**config.mk**
```make
export PLATFORM = sky130hd
export DESIGN_NAME = wb_strobe_regbank
export DESIGN_NICKNAME = d
export VERILOG_FILES = /design/src/rtl/wb_strobe_regbank.sv
export SDC_FILE = /design/constraint.sdc
export NUM_CORES = 1
export LEC_CHECK = 0
export CORE_MARGIN = 1.5
export CORE_UTILIZATION = 25
export CTS_CLUSTER_DIAMETER = 100
export DETAILED_ROUTE_END_ITERATION = 8
export PLACE_DENSITY_LB_ADDON = 0.08
export SLEW_MARGIN = 10
export SYNTH_ARGS = -nofsm -noshare
export SYNTH_HDL_FRONTEND = slang
export SYNTH_SLANG_ARGS = --single-unit
```
**constraint.sdc**
```tcl
create_clock -name clk_i -period 1.6 [get_ports clk_i]
set_input_delay 0.4 -clock clk_i [delete_from_list [all_inputs] [get_ports clk_i]]
set_output_delay 0.4 -clock clk_i [all_outputs]
set_load 0.005 [all_outputs]
```
**src/rtl/wb_strobe_regbank.sv**
```systemverilog
`default_nettype none
// ============================================================================
// wb_strobe_regbank : Wishbone register bank with per-register rd/wr strobes
// Rev 1.0
// ============================================================================
module wb_strobe_regbank #(
  parameter int unsigned NREGS     = 4,
  parameter int unsigned ADDR_W    = 2,
  parameter logic [31:0] RESET_VAL = 32'h0000_0000
) (
  input  logic                  clk_i,
  input  logic                  rst_n_i,
  input  logic                  wb_cyc_i,
  input  logic                  wb_stb_i,
  input  logic [ADDR_W-1:0]     wb_adr_i,
  input  logic [3:0]            wb_sel_i,
  input  logic                  wb_we_i,
  input  logic [31:0]           wb_dat_i,
  output logic                  wb_ack_o,
  output logic                  wb_err_o,
  output logic                  wb_rty_o,
  output logic                  wb_stall_o,
  output logic [31:0]           wb_dat_o,
  output logic [NREGS*32-1:0]   regs_o,
  output logic [NREGS-1:0]      wr_o,
  output logic [NREGS-1:0]      rd_o
);

  logic [31:0]       r_regs [NREGS];
  logic              r_rd_busy;
  logic              r_wr_busy;
  logic              r_wr_valid;
  logic [ADDR_W-1:0] r_wr_adr;
  logic [3:0]        r_wr_sel;
  logic [31:0]       r_wr_dat;
  logic              r_rd_ack;
  logic              r_rd_err;
  logic [31:0]       r_rd_dat;
  logic [NREGS-1:0]  r_rd_stb;
  logic [NREGS-1:0]  r_wr_stb;

  logic              w_en;
  logic              w_accept;
  logic              w_rd_req;
  logic              w_wr_req;
  logic              w_rd_hit;
  logic              w_wr_hit;
  logic [31:0]       w_rd_data;
  logic [NREGS-1:0]  w_rd_onehot;
  logic [NREGS-1:0]  w_wr_onehot;

  // A request held by the master across its ack cycle must not be taken twice.
  assign w_en     = wb_cyc_i & wb_stb_i;
  assign w_accept = w_en & ~r_rd_busy & ~r_wr_busy;
  assign w_rd_req = w_accept & ~wb_we_i;
  assign w_wr_req = w_accept & wb_we_i;
  assign w_rd_hit = 32'(wb_adr_i) < NREGS;
  assign w_wr_hit = 32'(r_wr_adr) < NREGS;

  always_comb begin
    w_rd_data   = '0;
    w_rd_onehot = '0;
    w_wr_onehot = '0;
    for (int unsigned i = 0; i < NREGS; i++) begin
      if (32'(wb_adr_i) == i) begin
        w_rd_data      = r_regs[i];
        w_rd_onehot[i] = 1'b1;
      end
      if (32'(r_wr_adr) == i) begin
        w_wr_onehot[i] = 1'b1;
      end
    end
  end

  always_ff @(posedge clk_i or negedge rst_n_i) begin
    if (!rst_n_i) begin
      for (int unsigned i = 0; i < NREGS; i++) begin
        r_regs[i] <= RESET_VAL;
      end
    end else if (r_wr_valid) begin
      for (int unsigned i = 0; i < NREGS; i++) begin
        for (int k = 0; k < 4; k++) begin
          if (w_wr_onehot[i] && r_wr_sel[k]) begin
            r_regs[i][8*k +: 8] <= r_wr_dat[8*k +: 8];
          end
        end
      end
    end
  end

  always_ff @(posedge clk_i or negedge rst_n_i) begin
    if (!rst_n_i) begin
      r_rd_busy  <= 1'b0;
      r_wr_busy  <= 1'b0;
      r_wr_valid <= 1'b0;
      r_wr_adr   <= '0;
      r_wr_sel   <= '0;
      r_wr_dat   <= '0;
      r_rd_ack   <= 1'b0;
      r_rd_err   <= 1'b0;
      r_rd_dat   <= '0;
      r_rd_stb   <= '0;
      r_wr_stb   <= '0;
    end else begin
      if (w_rd_req) begin
        r_rd_busy <= 1'b1;
      end else if (r_rd_ack || r_rd_err) begin
        r_rd_busy <= 1'b0;
      end
      if (w_wr_req) begin
        r_wr_busy <= 1'b1;
      end else if (r_wr_valid) begin
        r_wr_busy <= 1'b0;
      end

      r_wr_valid <= w_wr_req;
      if (w_wr_req) begin
        r_wr_adr <= wb_adr_i;
        r_wr_sel <= wb_sel_i;
        r_wr_dat <= wb_dat_i;
      end
      r_wr_stb <= r_wr_valid ? w_wr_onehot : '0;

      r_rd_ack <= w_rd_req & w_rd_hit;
      r_rd_err <= w_rd_req & ~w_rd_hit;
      r_rd_dat <= w_rd_req ? w_rd_data : '0;
      r_rd_stb <= w_rd_req ? w_rd_onehot : '0;
    end
  end

  for (genvar i = 0; i < NREGS; i++) begin : g_pack
    assign regs_o[32*i +: 32] = r_regs[i];
  end

  assign wb_ack_o   = r_rd_ack | (r_wr_valid & w_wr_hit);
  assign wb_err_o   = r_rd_err | (r_wr_valid & ~w_wr_hit);
  assign wb_rty_o   = 1'b0;
  assign wb_stall_o = w_en & ~(wb_ack_o | wb_err_o);
  assign wb_dat_o   = r_rd_dat;
  assign wr_o       = r_wr_stb;
  assign rd_o       = r_rd_stb;

endmodule
`default_nettype wire

```
# Word-level counts from Yosys, hierarchy flattened
# Cells that the tools add are included.
dict set report classes {
  n_eq_ne 6
  n_mux 19
  n_bitwise 11
  n_reduce_logical 36
}
# cell n
set ops {}
lappend ops {{$mux 32} 5}
lappend ops {{$reduce_and 2->1} 16}
lappend ops {{$logic_and 1x1->1} 16}
lappend ops {{$mux 1} 12}
lappend ops {{$eq 2x2->1 const B} 4}
lappend ops {{$mux 4} 2}
lappend ops {{$and 1x1->1} 6}
lappend ops {{$eq 2x1->1 const B} 2}
lappend ops {{$logic_not 2->1} 2}
lappend ops {{$not 1->1} 4}
lappend ops {{$reduce_bool 2->1} 2}
lappend ops {{$or 1x1->1} 1}
dict set report word_totals {
  regBits 210
  inputBits 43
  output_inout_bits 172
  word_cells 98
}

# Logic depth before layout (Yosys ltp)
dict set report depth {
  word_depth 6
  depth_mapped 5
  ltp_nobuf 4
}

# Worst setup path before layout
# No wires, ideal clock.
dict set report synth_path {
  kind {input-to-reg}
  start {input port wb_adr_i[0]}
  end {register r_rd_dat[10], in the netlist wb_dat_o[10]}
  setup_time_ps 119
  arrival_ps 1551
  required_time_ps 1481
  slack_ps -70
  stages 4
  n_path_buf 2
  cell_sequence {buf_4 -> buf_2 -> mux4_2 -> and2_1}
}
dict set report synth_between {
  elab_chain_cells 6
  word_cells_on_any_way 9
  classes_between {eq/ne (3); mux (5); reduce/logical (1)}
}
# item line_no
set synth_rtl {}
lappend synth_rtl {{start, declared} 15} ;# input logic [ADDR_W-1:0] wb_adr_i,
lappend synth_rtl {{$logic_not 2->1} 65} ;# if (32'(wb_adr_i) == i) begin
lappend synth_rtl {{$mux 32 (3 in a row)} 65}
lappend synth_rtl {{$mux 32 (*)} 65}
lappend synth_rtl {{$mux 32 (*)} 126} ;# r_rd_dat <= w_rd_req ? w_rd_data : '0;
lappend synth_rtl {{end signal, assigned} 126}
lappend synth_rtl {{end, declared} 38} ;# logic [31:0] r_rd_dat;
# Mark *: on every way between the ends. The rest lies on a longest branch, timed or not.
# A chain may end at the register's enable or synchronous reset.

# Final worst setup path
dict set report layout_path {
  start {register r_rd_ack}
  end {output port wb_ack_o}
}
dict set report layout_between {
  elab_chain_cells 1
}
# item line_no
set layout_rtl {}
lappend layout_rtl {{start, declared} 36} ;# logic r_rd_ack;
lappend layout_rtl {{start signal, assigned} 124} ;# r_rd_ack <= w_rd_req & w_rd_hit;
lappend layout_rtl {{$or 1x1->1} 135} ;# assign wb_ack_o = r_rd_ack | (r_wr_valid & w_wr_hit);
lappend layout_rtl {{end, declared} 19} ;# output logic wb_ack_o,
# No other way between the ends.

==> results.json <==
{
  "start_kind": "register",
  "slowest_stage": "dfrtp_1",
  "clock_latency_ns": 0.53,
  "cp_max_fo": 2,
  "fp.dieW_um": 189,
  "synth_area_leaders": "dfrtp_1, mux2_2, mux4_2, mux2_4, and2_1",
  "hold_path_class": "in2reg",
  "io_pins": 215,
  "pre_cts_ws_ns": -0.581,
  "synth_area_um2": 8620,
  "clk_pin_slew_ns": 0.05,
  "setup_slack_ns": -0.202,
  "synth_most_common_cell": "dfrtp_1",
  "rows": 67,
  "rsz0062_at_grt": "true",
  "synthDominantCellAreaShare_pct": 61.0,
  "critPathMaxStageDelay_ns": 0.38,
  "synthCells": 506,
  "placed_area_um2": 11700,
  "drv_cap": 0,
  "synthMuxAreaShare_pct": 31.7,
  "final_hold_viol_count": 0,
  "grt-ovfl-total": 0,
  "cts_tree": "built",
  "grt_max_degree": 47,
  "cp_data_arrival_time_ns": 1.40,
  "start_util_pct": 25.6,
  "worstHoldStart": "wb_adr_i[0]",
  "cts_buffers": 25,
  "drv_slew": 0,
  "ant_nets": 0,
  "first_pass_iters": 4,
  "postLayoutCellArea_um2": 13100,
  "synth_async_sr_flop_share_pct": 100,
  "drc": 0,
  "ys.flop_type": "dfrtp_1",
  "critical_path_cell_count": 3,
  "violations": "setup timing",
  "fin_util_pct": 38.9,
  "fmax_ghz": 0.555,
  "die_h_um": 189,
  "fin_nets": 896,
  "cp-end-kind": "primary output",
  "leakagePower_nw": 6.67,
  "fin_crit_ns": 1.80,
  "drive_gt1_share_pct": 46.4,
  "status": "complete, but fails checks",
  "area_growth_pct": 52.0,
  "portBuffers": 212,
  "cts_max_level": 1,
  "clockBufferDepth": 3,
  "core_area_um2": 33700,
  "peakVddDrop_mv": 0.624,
  "setup.worst_path.start": "r_rd_ack",
  "antenna_found_initial": 2,
  "drt-total-wl_um": 27100,
  "synth-seq-area-share_pct": 61.0,
  "clock-sinks": 210,
  "vias": 5688,
  "clockRootBuffer": "clkbuf_16",
  "synth.distinct_cells": 27,
  "synth_compound_area_share_pct": 0.116,
  "synth_edf_count": 0,
  "ys_ff_latch": 210,
  "synth_common_cells": "dfrtp_1, mux2_2, mux2_4, and2_1, mux4_2",
  "power_density_nw_per_um2": 901,
  "finalPower_mw": 11.8,
  "synth_xor_area_share_pct": 0,
  "place_hpwl_um": 17300,
  "rr_worst_depth": 4,
  "fin_crit_sh_pct": 113,
  "fin_skew_ns": 0.0192,
  "dp.cells": 1186,
  "design.die.area_um2": 35600,
  "synth_largest_area_cell": "dfrtp_1",
  "drtIter0Drc": 186,
  "r2r_start": "r_rd_busy",
  "ys_warn_count": 0,
  "syn-mean-instance-area_um2": 17.0,
  "globalplace.congestion": 0.734,
  "via_per_inst": 4.32,
  "fin_cells": 1318,
  "crit_path_frequent_cell": "buf_6",
  "worstPathRequired_ns": 1.20,
  "first_global_vias": 6488,
  "synth_top_family_by_area": "multiplexers",
  "synthAdderAreaFrac_pct": 0,
  "finalSetupTns_ns": -3.42,
  "wl_per_cell_um": 20.6,
  "setup_viol": 40,
  "path_delay_family": "flip-flops",
  "synthSimpleGateAreaFrac_pct": 4.88,
  "grt_pass1_wl_um": 40600,
  "worstPathCellList": "or2_4 > buf_6 > buf_6",
  "crit_buf_inv": 2,
  "hold_depth": 3,
  "track_usage_pct": 15.0,
  "timing.hold.ws_ns": 0.324,
  "crit_type": "reg2out"
}
registers in the layout, indices dropped and copies added, names as in the netlist:
register    count
r_wr_adr        2
wr_o            4
rd_o            4
regs_o        128
r_rd_busy       1
r_wr_busy       1
wb_dat_o       32
r_rd_ack        1
r_wr_dat       32
r_wr_valid      1
r_wr_sel        4
cell families after synthesis:
kind of cell / after synthesis
AOI/OAI and AO/OA: 2
buffers and inverters: 28
other: 1
and+or+nand+nor: 67
DFF: 210
muxes: 198
tightest hold or removal path, cell delays in order:
cell     delay, ns
buf_4         0.17
buf_12        0.18
nor3b_2       0.06
layout by cell type, fill, tap and decap left out, types with 2 or more instances in the layout:
cell             instances
dfrtp_1                210
mux2_2                 128
clkdlybuf4s15_1        119
buf_4                  101
mux2_4                  38
clkdlybuf4s50_1         37
and2_1                  34
mux4_2                  32
dlygate4sd2_1           28
clkbuf_16               27
buf_12                  22
clkbuf_2                21
clkbuf_1                 9
nand3_1                  8
buf_6                    5
nand2_1                  4
nor3_2                   4
nand4_1                  4
clkinv_2                 4
buf_2                    4
inv_1                    3
clkbuf_8                 3
nor3b_1                  2
nor2b_2                  2
and3_1                   2
conb_1                   2
buf_16                   2
routing by layer:
| layer | global-route usage, % | up-vias | wire [um] |
|---|---|---|---|
| li1 | - | 2529 | - |
| met1 | 20.1 | 2951 | 12300 |
| met2 | 24.2 | 170 | 12800 |
| met3 | 3.93 | 36 | 1660 |
| met4 | 3.36 | 2 | 443 |
| met5 | 0 | - | 8 |
power breakdown:
| group | internal, mW | leakage, nW | switching (mW) |
|---|---|---|---|
| Sequential | 5.51 | 2.91 | 0.247 |
| Combinational | 0.508 | 3.40 | 0.360 |
| Clock | 3.01 | 0.361 | 2.17 |
what timing repair did:
| action | CTS | global route |
|---|---|---|
| gates resized for setup | 314 | 55 |
| hold endpoints to repair | 33 | 0 |
| setup endpoints to repair | 272 | 106 |
| setup buffers | 80 | 3 |
| pin swaps | 3 | 3 |
| hold buffers | 1 | 0 |
| cloned | 4 | 3 |
worst paths after layout:
kind                                 to  slack (ns)
setup / recovery               wb_ack_o       -0.20
hold / removal                  rd_o[2]        0.32
setup reg to reg           r_wr_dat[10]       -0.10
hold reg to reg               r_rd_busy        0.49
max in group asynchronous     regs_o[9]        0.61
min in group asynchronous    regs_o[99]        0.35
final cells by class:
type,count,area [um^2]
clock buffer,37,701
multi-input combinational,269,3200
antenna,1,2.50
sequential,210,5260
tap,448,561
clock inverter,6,36.3
fill,3219,20600
timing repair buffer,343,3320
inverter,4,22.5
Note: power is estimated with default switching activity, not from simulation.
